`src/rtl/cp0_unit_pkg.sv`:
```
`default_nettype none
// ============================================================================
// cp0_unit_pkg : CP0 register numbers, bitfield layout and ExcCode values.
// Revision     : 1.0
// ============================================================================
package cp0_unit_pkg;

  localparam logic [4:0] CP0_REG_SR    = 5'd12;
  localparam logic [4:0] CP0_REG_CAUSE = 5'd13;
  localparam logic [4:0] CP0_REG_EPC   = 5'd14;
  localparam logic [4:0] CP0_REG_PRID  = 5'd15;

  localparam int SR_IE        = 0;
  localparam int SR_EXL       = 1;
  localparam int SR_IM_LO     = 10;
  localparam int CAUSE_BD     = 31;
  localparam int CAUSE_IP_LO  = 10;
  localparam int CAUSE_EXC_LO = 2;

  localparam logic [4:0] EXC_INT  = 5'd0;
  localparam logic [4:0] EXC_ADEL = 5'd4;
  localparam logic [4:0] EXC_ADES = 5'd5;
  localparam logic [4:0] EXC_RI   = 5'd10;
  localparam logic [4:0] EXC_OV   = 5'd12;

  typedef struct packed {
    logic [5:0] im;
    logic       exl;
    logic       ie;
  } sr_t;

  typedef struct packed {
    logic       bd;
    logic [5:0] ip;
    logic [4:0] exc_code;
  } cause_t;

  function automatic logic [31:0] sr_word(input sr_t s);
    logic [31:0] w;
    w = '0;
    w[SR_IM_LO +: 6] = s.im;
    w[SR_EXL]        = s.exl;
    w[SR_IE]         = s.ie;
    return w;
  endfunction

  function automatic logic [31:0] cause_word(input cause_t c);
    logic [31:0] w;
    w = '0;
    w[CAUSE_BD]           = c.bd;
    w[CAUSE_IP_LO +: 6]   = c.ip;
    w[CAUSE_EXC_LO +: 5]  = c.exc_code;
    return w;
  endfunction

endpackage
`default_nettype wire

```
`src/rtl/cp0_unit_if.sv`:
```
`default_nettype none
// ============================================================================
// cp0_unit_if : M-stage pipeline <-> CP0 signal bundle.
// Revision    : 1.0
// ============================================================================
interface cp0_unit_if;
  logic [4:0]  A1;
  logic [4:0]  A2;
  logic [31:0] Din;
  logic        we;
  logic [31:0] VPC;
  logic        BDIn;
  logic [4:0]  ExcCodeIn;
  logic [5:0]  HWInt;
  logic        EXLClr;
  logic [31:0] Dout;
  logic [31:0] EPCOut;
  logic        Req;

  modport master (
    output A1, A2, Din, we, VPC, BDIn, ExcCodeIn, HWInt, EXLClr,
    input  Dout, EPCOut, Req
  );

  modport slave (
    input  A1, A2, Din, we, VPC, BDIn, ExcCodeIn, HWInt, EXLClr,
    output Dout, EPCOut, Req
  );
endinterface
`default_nettype wire

```
`src/rtl/cp0_req_logic.sv`:
```
`default_nettype none
// ============================================================================
// cp0_req_logic : combinational exception/interrupt request decision.
// Revision      : 1.0
// ============================================================================
module cp0_req_logic
  import cp0_unit_pkg::*;
(
  input  wire logic [5:0] i_im,
  input  wire logic       i_ie,
  input  wire logic       i_exl,
  input  wire logic [5:0] i_hw_int,
  input  wire logic [4:0] i_exc_code,
  output logic            o_int_req,
  output logic            o_exc_req,
  output logic            o_req,
  output logic [4:0]      o_exc_code
);

  assign o_int_req  = (|(i_hw_int & i_im)) & i_ie & ~i_exl;
  assign o_exc_req  = (i_exc_code != EXC_INT) & ~i_exl;
  assign o_req      = o_int_req | o_exc_req;
  // Interrupts win over a synchronous exception in the same cycle.
  assign o_exc_code = o_int_req ? EXC_INT : i_exc_code;

endmodule
`default_nettype wire

```
`src/rtl/cp0_unit.sv`:
```
`default_nettype none
// ============================================================================
// cp0_unit : Coprocessor 0 (SR, Cause, EPC, PRId) and exception request.
// Revision : 1.0
// ============================================================================
module cp0_unit
  import cp0_unit_pkg::*;
#(
  parameter logic [31:0] PRID_VAL   = 32'h2022_0B0A,
  parameter logic [31:0] HANDLER_PC = 32'h0000_4180
) (
  input wire logic     clk,
  input wire logic     reset,
  cp0_unit_if.slave    bus
);

  sr_t         r_sr;
  cause_t      r_cause;
  logic [31:0] r_epc;

  logic        w_int_req;
  logic        w_exc_req;
  logic        w_req;
  logic [4:0]  w_exc_code;
  logic [31:0] w_dout;
  logic        w_unused_handler_pc;

  // The handler address lives in the fetch unit; kept here only as a reference value.
  assign w_unused_handler_pc = ^HANDLER_PC;

  cp0_req_logic u_req_logic (
    .i_im       (r_sr.im),
    .i_ie       (r_sr.ie),
    .i_exl      (r_sr.exl),
    .i_hw_int   (bus.HWInt),
    .i_exc_code (bus.ExcCodeIn),
    .o_int_req  (w_int_req),
    .o_exc_req  (w_exc_req),
    .o_req      (w_req),
    .o_exc_code (w_exc_code)
  );

  always_ff @(posedge clk) begin
    if (reset) begin
      r_sr    <= '0;
      r_cause <= '0;
      r_epc   <= '0;
    end else begin
      r_cause.ip <= bus.HWInt;
      if (w_req) begin
        r_sr.exl         <= 1'b1;
        r_cause.bd       <= bus.BDIn;
        r_cause.exc_code <= w_exc_code;
        r_epc            <= bus.BDIn ? (bus.VPC - 32'd4) : bus.VPC;
      end else begin
        if (bus.we) begin
          case (bus.A2)
            CP0_REG_SR: begin
              r_sr.im  <= bus.Din[SR_IM_LO +: 6];
              r_sr.exl <= bus.Din[SR_EXL];
              r_sr.ie  <= bus.Din[SR_IE];
            end
            CP0_REG_EPC: r_epc <= bus.Din;
            default: ;
          endcase
        end
        // eret clear is issued after the write so it overrides a written EXL.
        if (bus.EXLClr) begin
          r_sr.exl <= 1'b0;
        end
      end
    end
  end

  always_comb begin
    w_dout = '0;
    case (bus.A1)
      CP0_REG_SR:    w_dout = sr_word(r_sr);
      CP0_REG_CAUSE: w_dout = cause_word(r_cause);
      CP0_REG_EPC:   w_dout = r_epc;
      CP0_REG_PRID:  w_dout = PRID_VAL;
      default:       w_dout = '0;
    endcase
  end

  assign bus.Dout   = w_dout;
  assign bus.EPCOut = r_epc;
  assign bus.Req    = w_req;

  logic w_unused_req_parts;
  assign w_unused_req_parts = w_int_req ^ w_exc_req;

endmodule
`default_nettype wire

```
`src/flat_wrapper.sv`:
```
// flat-port wrapper written by rule: the top's interface ports become plain ports
module cp0_unit_flat import cp0_unit_pkg::*;
#(
  parameter logic [31:0] PRID_VAL   = 32'h2022_0B0A,
  parameter logic [31:0] HANDLER_PC = 32'h0000_4180
)
  (clk, reset, bus_A1, bus_A2, bus_Din, bus_we, bus_VPC, bus_BDIn, bus_ExcCodeIn, bus_HWInt, bus_EXLClr, bus_Dout, bus_EPCOut, bus_Req);
  cp0_unit_if bus_i ();
  input wire logic clk;
  input wire logic reset;
  input wire logic [$bits(bus_i.A1)-1:0] bus_A1;
  input wire logic [$bits(bus_i.A2)-1:0] bus_A2;
  input wire logic [$bits(bus_i.Din)-1:0] bus_Din;
  input wire logic [$bits(bus_i.we)-1:0] bus_we;
  input wire logic [$bits(bus_i.VPC)-1:0] bus_VPC;
  input wire logic [$bits(bus_i.BDIn)-1:0] bus_BDIn;
  input wire logic [$bits(bus_i.ExcCodeIn)-1:0] bus_ExcCodeIn;
  input wire logic [$bits(bus_i.HWInt)-1:0] bus_HWInt;
  input wire logic [$bits(bus_i.EXLClr)-1:0] bus_EXLClr;
  output wire logic [$bits(bus_i.Dout)-1:0] bus_Dout;
  output wire logic [$bits(bus_i.EPCOut)-1:0] bus_EPCOut;
  output wire logic [$bits(bus_i.Req)-1:0] bus_Req;
  assign bus_i.A1 = bus_A1;
  assign bus_i.A2 = bus_A2;
  assign bus_i.Din = bus_Din;
  assign bus_i.we = bus_we;
  assign bus_i.VPC = bus_VPC;
  assign bus_i.BDIn = bus_BDIn;
  assign bus_i.ExcCodeIn = bus_ExcCodeIn;
  assign bus_i.HWInt = bus_HWInt;
  assign bus_i.EXLClr = bus_EXLClr;
  assign bus_Dout = bus_i.Dout;
  assign bus_EPCOut = bus_i.EPCOut;
  assign bus_Req = bus_i.Req;
  cp0_unit #(.PRID_VAL(PRID_VAL), .HANDLER_PC(HANDLER_PC)) u_core (.clk(clk), .reset(reset), .bus(bus_i));
endmodule
```
`config.mk`:
```
export PLATFORM = sky130hd
export DESIGN_NAME = cp0_unit_flat
export DESIGN_NICKNAME = d
export VERILOG_FILES = /design/src/rtl/cp0_unit_pkg.sv /design/src/rtl/cp0_unit_if.sv /design/src/rtl/cp0_req_logic.sv /design/src/rtl/cp0_unit.sv /design/src/flat_wrapper.sv
export SDC_FILE = /design/constraint.sdc
export NUM_CORES = 1
export LEC_CHECK = 0
export ABC_CLOCK_PERIOD_IN_PS = 2600
export CORE_ASPECT_RATIO = 0.7
export CORE_UTILIZATION = 39
export DETAILED_ROUTE_END_ITERATION = 8
export GPL_TIMING_DRIVEN = 0
export PLACE_DENSITY = 0.81
export SYNTH_ARGS = -nofsm -noshare
export SYNTH_HDL_FRONTEND = slang
export SYNTH_SLANG_ARGS = --single-unit
```
`constraint.sdc`:
```
create_clock -name clk -period 2.6 [get_ports clk]
set_input_delay 0.52 -clock clk [delete_from_list [all_inputs] [get_ports clk]]
set_output_delay 0.52 -clock clk [all_outputs]
set_load 0.05 [all_outputs]
```
==> impl_results.md, run 1 <==
* Top cells by area, synth: dfxtp_1 (28%), mux2i_1 (7.3%), a211oi_1 (5.0%), nor4b_1 (4.5%), o31a_1 (3.8%)
* Pin count of the biggest net entering global routing at 17
* Worst EP required at between 2 and 3 ns
* Crit-path max cell delay at around 0.55 ns
* Worst VDD drop at 333 uV
* Reg2reg start: u_core.r_sr[4]$_SDFFE_PP0P_
* Filler cell count at between 700 and 800
* Endpoints failing hold at 0
* Post-synthesis sequential area ratio at 0.280
* Initial antenna violation count at 1
* Reg2Reg Setup Slack at 0.35 ns
* Core Box Area at 9140 um2
* Gate Count Post-Synth at about 440
* Total Wirelength at 15400 um
* Placed inst area at 5390 um2
* DP HPWL at 11700 um
* Simple-gate share of the synthesized area at 0.276
* Busiest layer in global routing: met1
* Fraction of layout cells with a size suffix above 1 at 0.224
* Multiplexer area fraction after synthesis at 0.0727
* Inserted Clock Buffers at 5
* Worst-path maximum fanout at 4
* Reg2reg path depth at 6
* CTS tree: done
* Yosys cell types at 57
* Fmax at 0.386 GHz
* CTS sink count at 52
* Vias/cell at 6.22
* Gr ovfl total at 0
* Synth warnings at 0
* CTS root buf: clkbuf_16
* GRT Overall Usage at 0.307
* Slew headroom at 0.530
* Net count reported at finish at approximately 690
* Status: finished clean
* Cell Chain, Critical Path: dlygate4sd2_1 -> inv_2 -> ha_4 -> or4bb_4 -> or4_4 -> or3b_4 -> a31oi_4
* Port Buffer Count at between 150 and 200
* Die Wd at 119 um
* Crit Path Class: in2reg
* Area leader, netlist: dfxtp_1
* Drc violations at 0
* WHS at 0.479 ns
* Commonest non-fill, non-tap cell in the layout: clkdlybuf4s50_1
* Largest delay contributor family on the critical path: simple AND/OR/NAND/NOR gates
* Met3 Track Usage GR at 0.0704
* ANT cells at 0
* EDFF count, synth at 0
* Count of final max-slew check failures at 0
* Post-synth top area share at 0.280
* Hold buffer count at CTS at 0
* Routed Antenna Nets at 0
* Post-Synth Adder-Cell Area at 0.00336
* Vias in the first global route at 4252
* Tightest Pin Transition at approximately 0.7 ns
* Final setup vio count at 0
* Setup crit start kind: input port
* First-pass DRT Iterations at 5
* GR Layer Usage met1 at 0.457
* First-pass GRT wire length at 23800 um
* Worst Skew at 0.00828 ns
* Synth Flop Type: dfxtp_1
* Post-route cell area at 5900 um2
* Hold Path End: u_core.r_sr[4]$_SDFFE_PP0P_
* Synth Area per Inst at 8.53 um2
* Min Tclk post-route at 2.59 ns
* Rows at 29
* Clock Latency Late Sink at 0.29 ns
* Met2 Use GR at 0.456
* Final Cycle Share at 0.995
* Synth Register Bits at 52
* Worst Hold Depth at 2
* Area Growth Syn to Fin at 58.7%
* Drt first-iter violations at 415
* Endpoint type of the worst setup path: flip-flop
* Fraction of registers with async set/reset at 0
* H-Tree Depth at 2
* Die height at ~84 um
* Xor/xnor share of the synthesized area at 0.0165
* Deepest clock path buffer count at 2
* FF-to-FF End: u_core.bus.EPCOut[27]$_SDFFE_PP0P_
* Io pins at 155
* Setup TNS Final at 0 ns
* PD cells at roughly 430 nW/um2
* Routed WL per cell at 21.2 um
* Starting Density at 0.407
* Clk slew on worst S/H paths at roughly 0.070 ns
* Commonest cells after routing, fill and taps aside: clkdlybuf4s50_1 (100), dfxtp_1 (52), nor2_1 (28)
* DR vias at 4531
* Maxcap violations at 0
* Syn_nets at approximately 530
* Main combinational cell family by area after synthesis: simple AND/OR/NAND/NOR gates
* Die area at 9940 um2
* Slowest-stage cell, CP: or4_4
* Leakage at 2.05 nW
* Global placement routability congestion at 0.947
* Critical hold path startpoint: u_core.r_sr[4]$_SDFFE_PP0P_
* CP Buf/Inv Count at 2
* Compound-Gate Fraction of Synth Area at 0.271
* Type of the worst min-delay path: reg2reg
* Crit path DAT at between 2 and 3 ns
* Synth Cell Area at roughly 3700 um2
tightest hold or removal path, stage by stage, from the launching register on:
cell	delay (ns)
dfxtp_1	0.32
nand2_1	0.06
mux2i_1	0.05
state kept, by name, summed over array words and instances, names as in the netlist:
register and flops:
u_core.r_sr 8, u_core.bus.EPCOut 32, u_core.r_cause 12
power breakdown:
| group | total, W | switching, W | internal (W) |
|---|---|---|---|
| logic | 0.000878 | 0.000507 | 0.000371 |
| registers | 0.000916 | 0.0000584 | 0.000857 |
| clock network | 0.000753 | 0.000300 | 0.000453 |
cell usage after synthesis (all sizes together), types with 2 or more instances:
cell type  instances
o41a               2
nor2b             11
nor4b             19
o31a              22
nor3               7
nand3b             2
o21ai              5
o21a               3
nor2              29
a22o               3
dfxtp             52
xor2               3
a31oi             14
nand3              5
nor4              14
o41ai             16
xnor2              4
or4               19
clkbuf            33
inv                7
or2                4
a2111oi            6
a211oi            25
o211a              2
o31ai             12
or3b               6
a22oi              5
mux2i             27
nand4              2
nand2             17
and2              13
buf               10
a21oi             14
or3               12
metrics by stage:
| stage | std cells | setup slack [ns] | utilization | power [W] |
|---|---|---|---|---|
| after global routing | 728 | -0.0138 | 0.646 | 0.00263 |
| after global placement | 711 | -1.34 | 0.589 | 0.00172 |
| after floorplan | 436 | 0.0387 | - | 0.00136 |
| final | 728 | 0.0123 | 0.646 | 0.00255 |
| after detailed placement | 711 | -1.42 | 0.589 | 0.00173 |
| after CTS | 724 | -0.0766 | 0.633 | 0.00250 |
worst max path at each step:
stage	start	end	slack, ns	depth (start not counted)
after global routing	bus_HWInt[0]	u_core.bus.EPCOut[27]$_SDFFE_PP0P_	-0.01	7
after floorplan	bus_A1[1]	bus_Dout[0]	0.04	3
after global placement	bus_A1[1]	bus_Dout[7]	-1.34	6
final	bus_VPC[3]	u_core.bus.EPCOut[30]$_SDFFE_PP0P_	0.01	7
after detailed placement	bus_A1[1]	bus_Dout[28]	-1.42	6
after CTS	bus_HWInt[2]	bus_Req	-0.08	7
metal layers:
metal | up-vias | wire length [um]
met1 | 2191 | 7040
li1 | 2060 | -
met2 | 270 | 6740
met3 | 10 | 1570
met4 | 0 | 89
met5 | - | 0
cell type report:
class                           instances  area (um2)  share of cell area
Multi-Input combinational cell        332        2700               0.457
Clock inverter                          3        42.5             0.00721
Sequential cell                        52        1040               0.176
Tap cell                              124         155              0.0263
Clock buffer                            5         125              0.0212
Buffer                                 42         274              0.0464
Timing Repair Buffer                  162        1530               0.259
Inverter                                8        35.0             0.00593
kinds of logic after synthesis:
logic type,count (synthesis)
compound gates,132
simple gates,165
buf+inv,52
flops,52
mux,27
fa+ha+maj,1
xor+xnor,7
timing repair:
action / CTS / global route
buffers inserted: 6 / 5
pin swaps: 8 / 10
endpoints found under the setup margin: 54 / 39
resized for setup: 187 / 54
(Power assumes the default switching activity.)
==> run 2, diff against run 1 <==
Settings changed: CORE_MARGIN set to 3, TNS_END_PERCENT set to 20.
==> run 2 against run 1 <==
  * The flow now finishes with violations (negative setup slack)
  * Count of clock-buffer cells in the layout unchanged
  * Die area is 8.3% higher
  * First-iteration DRC count is 5.8% lower
  * Via count is 0.51% lower
  * Cell count decreased by 0.69%
  * Fmax fell by 5.3%
  * Sequential share of layout area grew 0.29 points
  * Largest power group unchanged
  * Highest routed layer is now met5
==> impl_results.md, run 2 (synthesized netlist as in run 1, its figures left out) <==
* Crit path DAT at approximately 2.2 ns
* Die area at 10800 um2
* Pre-CTS WS at -1.47 ns
* Placed inst area at between 5000 and 6000 um2
* CP Buf/Inv Count at 4
* Rows at 29
* Global placement routability congestion at between 0.9 and 1
* Final setup vio count at 9
* Maxcap violations at 0
* Endpoints failing hold at 0
* Fraction of layout cells with a size suffix above 1 at 0.222
* Worst-path maximum fanout at 10
* Type of the worst min-delay path: reg2reg
* H-Tree Depth at 2
* Reg2reg start: u_core.r_sr[3]$_SDFFE_PP0P_
* Initial antenna violation count at 1
* GRT Overall Usage at 0.283
* DP Cell Count at just over 700
* Area Growth Syn to Fin at 56.2%
* Slew headroom at 0.493
* Post-route cell area at 5810 um2
* DR vias at 4508
* Internal power at 0.00158 W
* Max reg flops at 32
* Inserted Clock Buffers at 5
* Fmax at 0.366 GHz
* Count of final max-slew check failures at 0
* Gr ovfl total at 0
* Comb power frac at 0.351
* Clock Latency Late Sink at 0.30 ns
* CTS tree: done
* Tightest Pin Transition at 0.754 ns
* Commonest cells after routing, fill and taps aside: clkdlybuf4s50_1 (104), dfxtp_1 (52), nor2_1 (28)
* Final Non-Filler Cells at between 700 and 800
* Worst setup endpoint: bus_Req
* Total Wirelength at about 16000 um
* RSZ-0062 raised after global routing: true
* CP startpoint: bus_HWInt[1]
* Clk slew on worst S/H paths at 0.08 ns
* Reg2Reg Setup Slack at 0.19 ns
* Clk pwr share at 0.279
* Vias/cell at ~6.2
* Endpoint type of the worst setup path: primary output
* Worst Skew at 0.0133 ns
* Commonest non-fill, non-tap cell in the layout: clkdlybuf4s50_1
* Slowest-stage cell, CP: clkdlybuf4s50_1
* Drt first-iter violations at 391
* Port Buffer Count at 151
* Crit path depth at 7
* Crit-path max cell delay at between 0.4 and 0.5 ns
* First-pass DRT Iterations at 5
* Worst EP required at 2.08 ns
* Drc violations at 0
* Leakage at 2.01 nW
* Routed WL per cell at 22.1 um
* Final Cycle Share at 1.05
* Min Tclk post-route at 2.73 ns
* Crit Path Class: in2out
* Die Wd at about 120 um
* Pin count of the biggest net entering global routing at 19
* Die height at 87.7 um
* FF-to-FF End: u_core.bus.EPCOut[30]$_SDFFE_PP0P_
* CTS sink count at 52
* Core Box Area at 9180 um2
* First-pass GRT wire length at 23700 um
* Vias in the first global route at between 4000 and 5000
* Failing checks: negative setup slack
* Switching power at just under 0.0009 W
* Sequential share of power at 0.370
* Worst VDD drop at 376 uV
* Setup crit start kind: input port
* DP HPWL at around 12000 um
* Reg2reg path depth at 6
* CTS root buf: clkbuf_16
* Net count reported at finish at 689
* Io pins at approximately 160
* Routed Antenna Nets at 0
* Cell Chain, Critical Path: clkdlybuf4s50_1 -> a22o_1 -> o311a_1 -> nor2_4 -> clkinv_4 -> buf_6 -> buf_8
* PD cells at 425 nW/um2
* Largest delay contributor family on the critical path: buffers and inverters
* ANT cells at 0
* Starting Density at 0.405
* Status: finished, violations left
* Final WS setup at -0.133 ns
* Deepest clock path buffer count at 2
* Sw Share at 0.358
-- run 2: how the worst min path moves through the flow --
| stage | start | end | cells after the start |
|---|---|---|---|
| floorplan | u_core.r_sr[3]$_SDFFE_PP0P_ | u_core.r_sr[3]$_SDFFE_PP0P_ | 2 |
| global placement | u_core.r_sr[4]$_SDFFE_PP0P_ | u_core.r_sr[4]$_SDFFE_PP0P_ | 2 |
| detailed placement | u_core.r_sr[4]$_SDFFE_PP0P_ | u_core.r_sr[4]$_SDFFE_PP0P_ | 2 |
| CTS | u_core.r_sr[7]$_SDFFE_PP0P_ | u_core.r_sr[7]$_SDFFE_PP0P_ | 2 |
| global route | u_core.r_sr[4]$_SDFFE_PP0P_ | u_core.r_sr[4]$_SDFFE_PP0P_ | 2 |
| finish | u_core.r_sr[4]$_SDFFE_PP0P_ | u_core.r_sr[4]$_SDFFE_PP0P_ | 2 |
-- run 2: metal layers --
layer  global-route usage  share of wire  up-vias
met5                    0        0.00081        -
met1                0.424           0.45     2140
met3               0.0607           0.10       36
li1                     -              -     2044
met4               0.0803          0.026        2
met2                0.407           0.42      286
-- run 2: power groups by stage --
| stage | Clock (W) | Combinational, W | Sequential (W) |
|---|---|---|---|
| after floorplan | 0 | 0.000285 | 0.00107 |
| after global placement | 0 | 0.000785 | 0.000927 |
| after detailed placement | 0 | 0.000797 | 0.000927 |
| after CTS | 0.000684 | 0.000842 | 0.000909 |
| after global routing | 0.000722 | 0.000909 | 0.000917 |
| final | 0.000688 | 0.000867 | 0.000912 |
-- run 2: layout make-up --
class / instances / area, um2
sequential: 52 / 1040
clock buffer: 5 / 125
buffer: 43 / 283
timing repair buffer: 156 / 1460
fill: 784 / 3370
tap: 124 / 155
inverter: 8 / 35.0
clock inverter: 3 / 25.0
multi-input combinational: 332 / 2680
-- run 2: stage by stage --
stage | util | TNS, ns | hold WS [ns] | power (W)
3_5_place_dp | 0.587 | -48.33 | 0.460 | 0.00172
5_1_grt | 0.633 | -1.40 | 0.489 | 0.00255
3_3_place_gp | 0.587 | -44.40 | 0.457 | 0.00171
6_report | 0.633 | -0.648 | 0.479 | 0.00247
4_1_cts | 0.632 | -0.983 | 0.476 | 0.00244
2_1_floorplan | - | 0 | 0.443 | 0.00136
-- run 2: worst register-to-register path, stage by stage, from the launching register on --
cell      delay (ns)
dfxtp_1         0.34
a22o_1          0.29
o311a_1         0.43
clkbuf_1        0.28
buf_2           0.30
o41ai_2         0.53
a31oi_2         0.11
-- run 2: what timing repair did --
item	CTS	global route
setup buffers	5	0
hold buffers	0	0
pin swaps	7	5
resized for setup	200	45
setup endpoints to repair	49	59
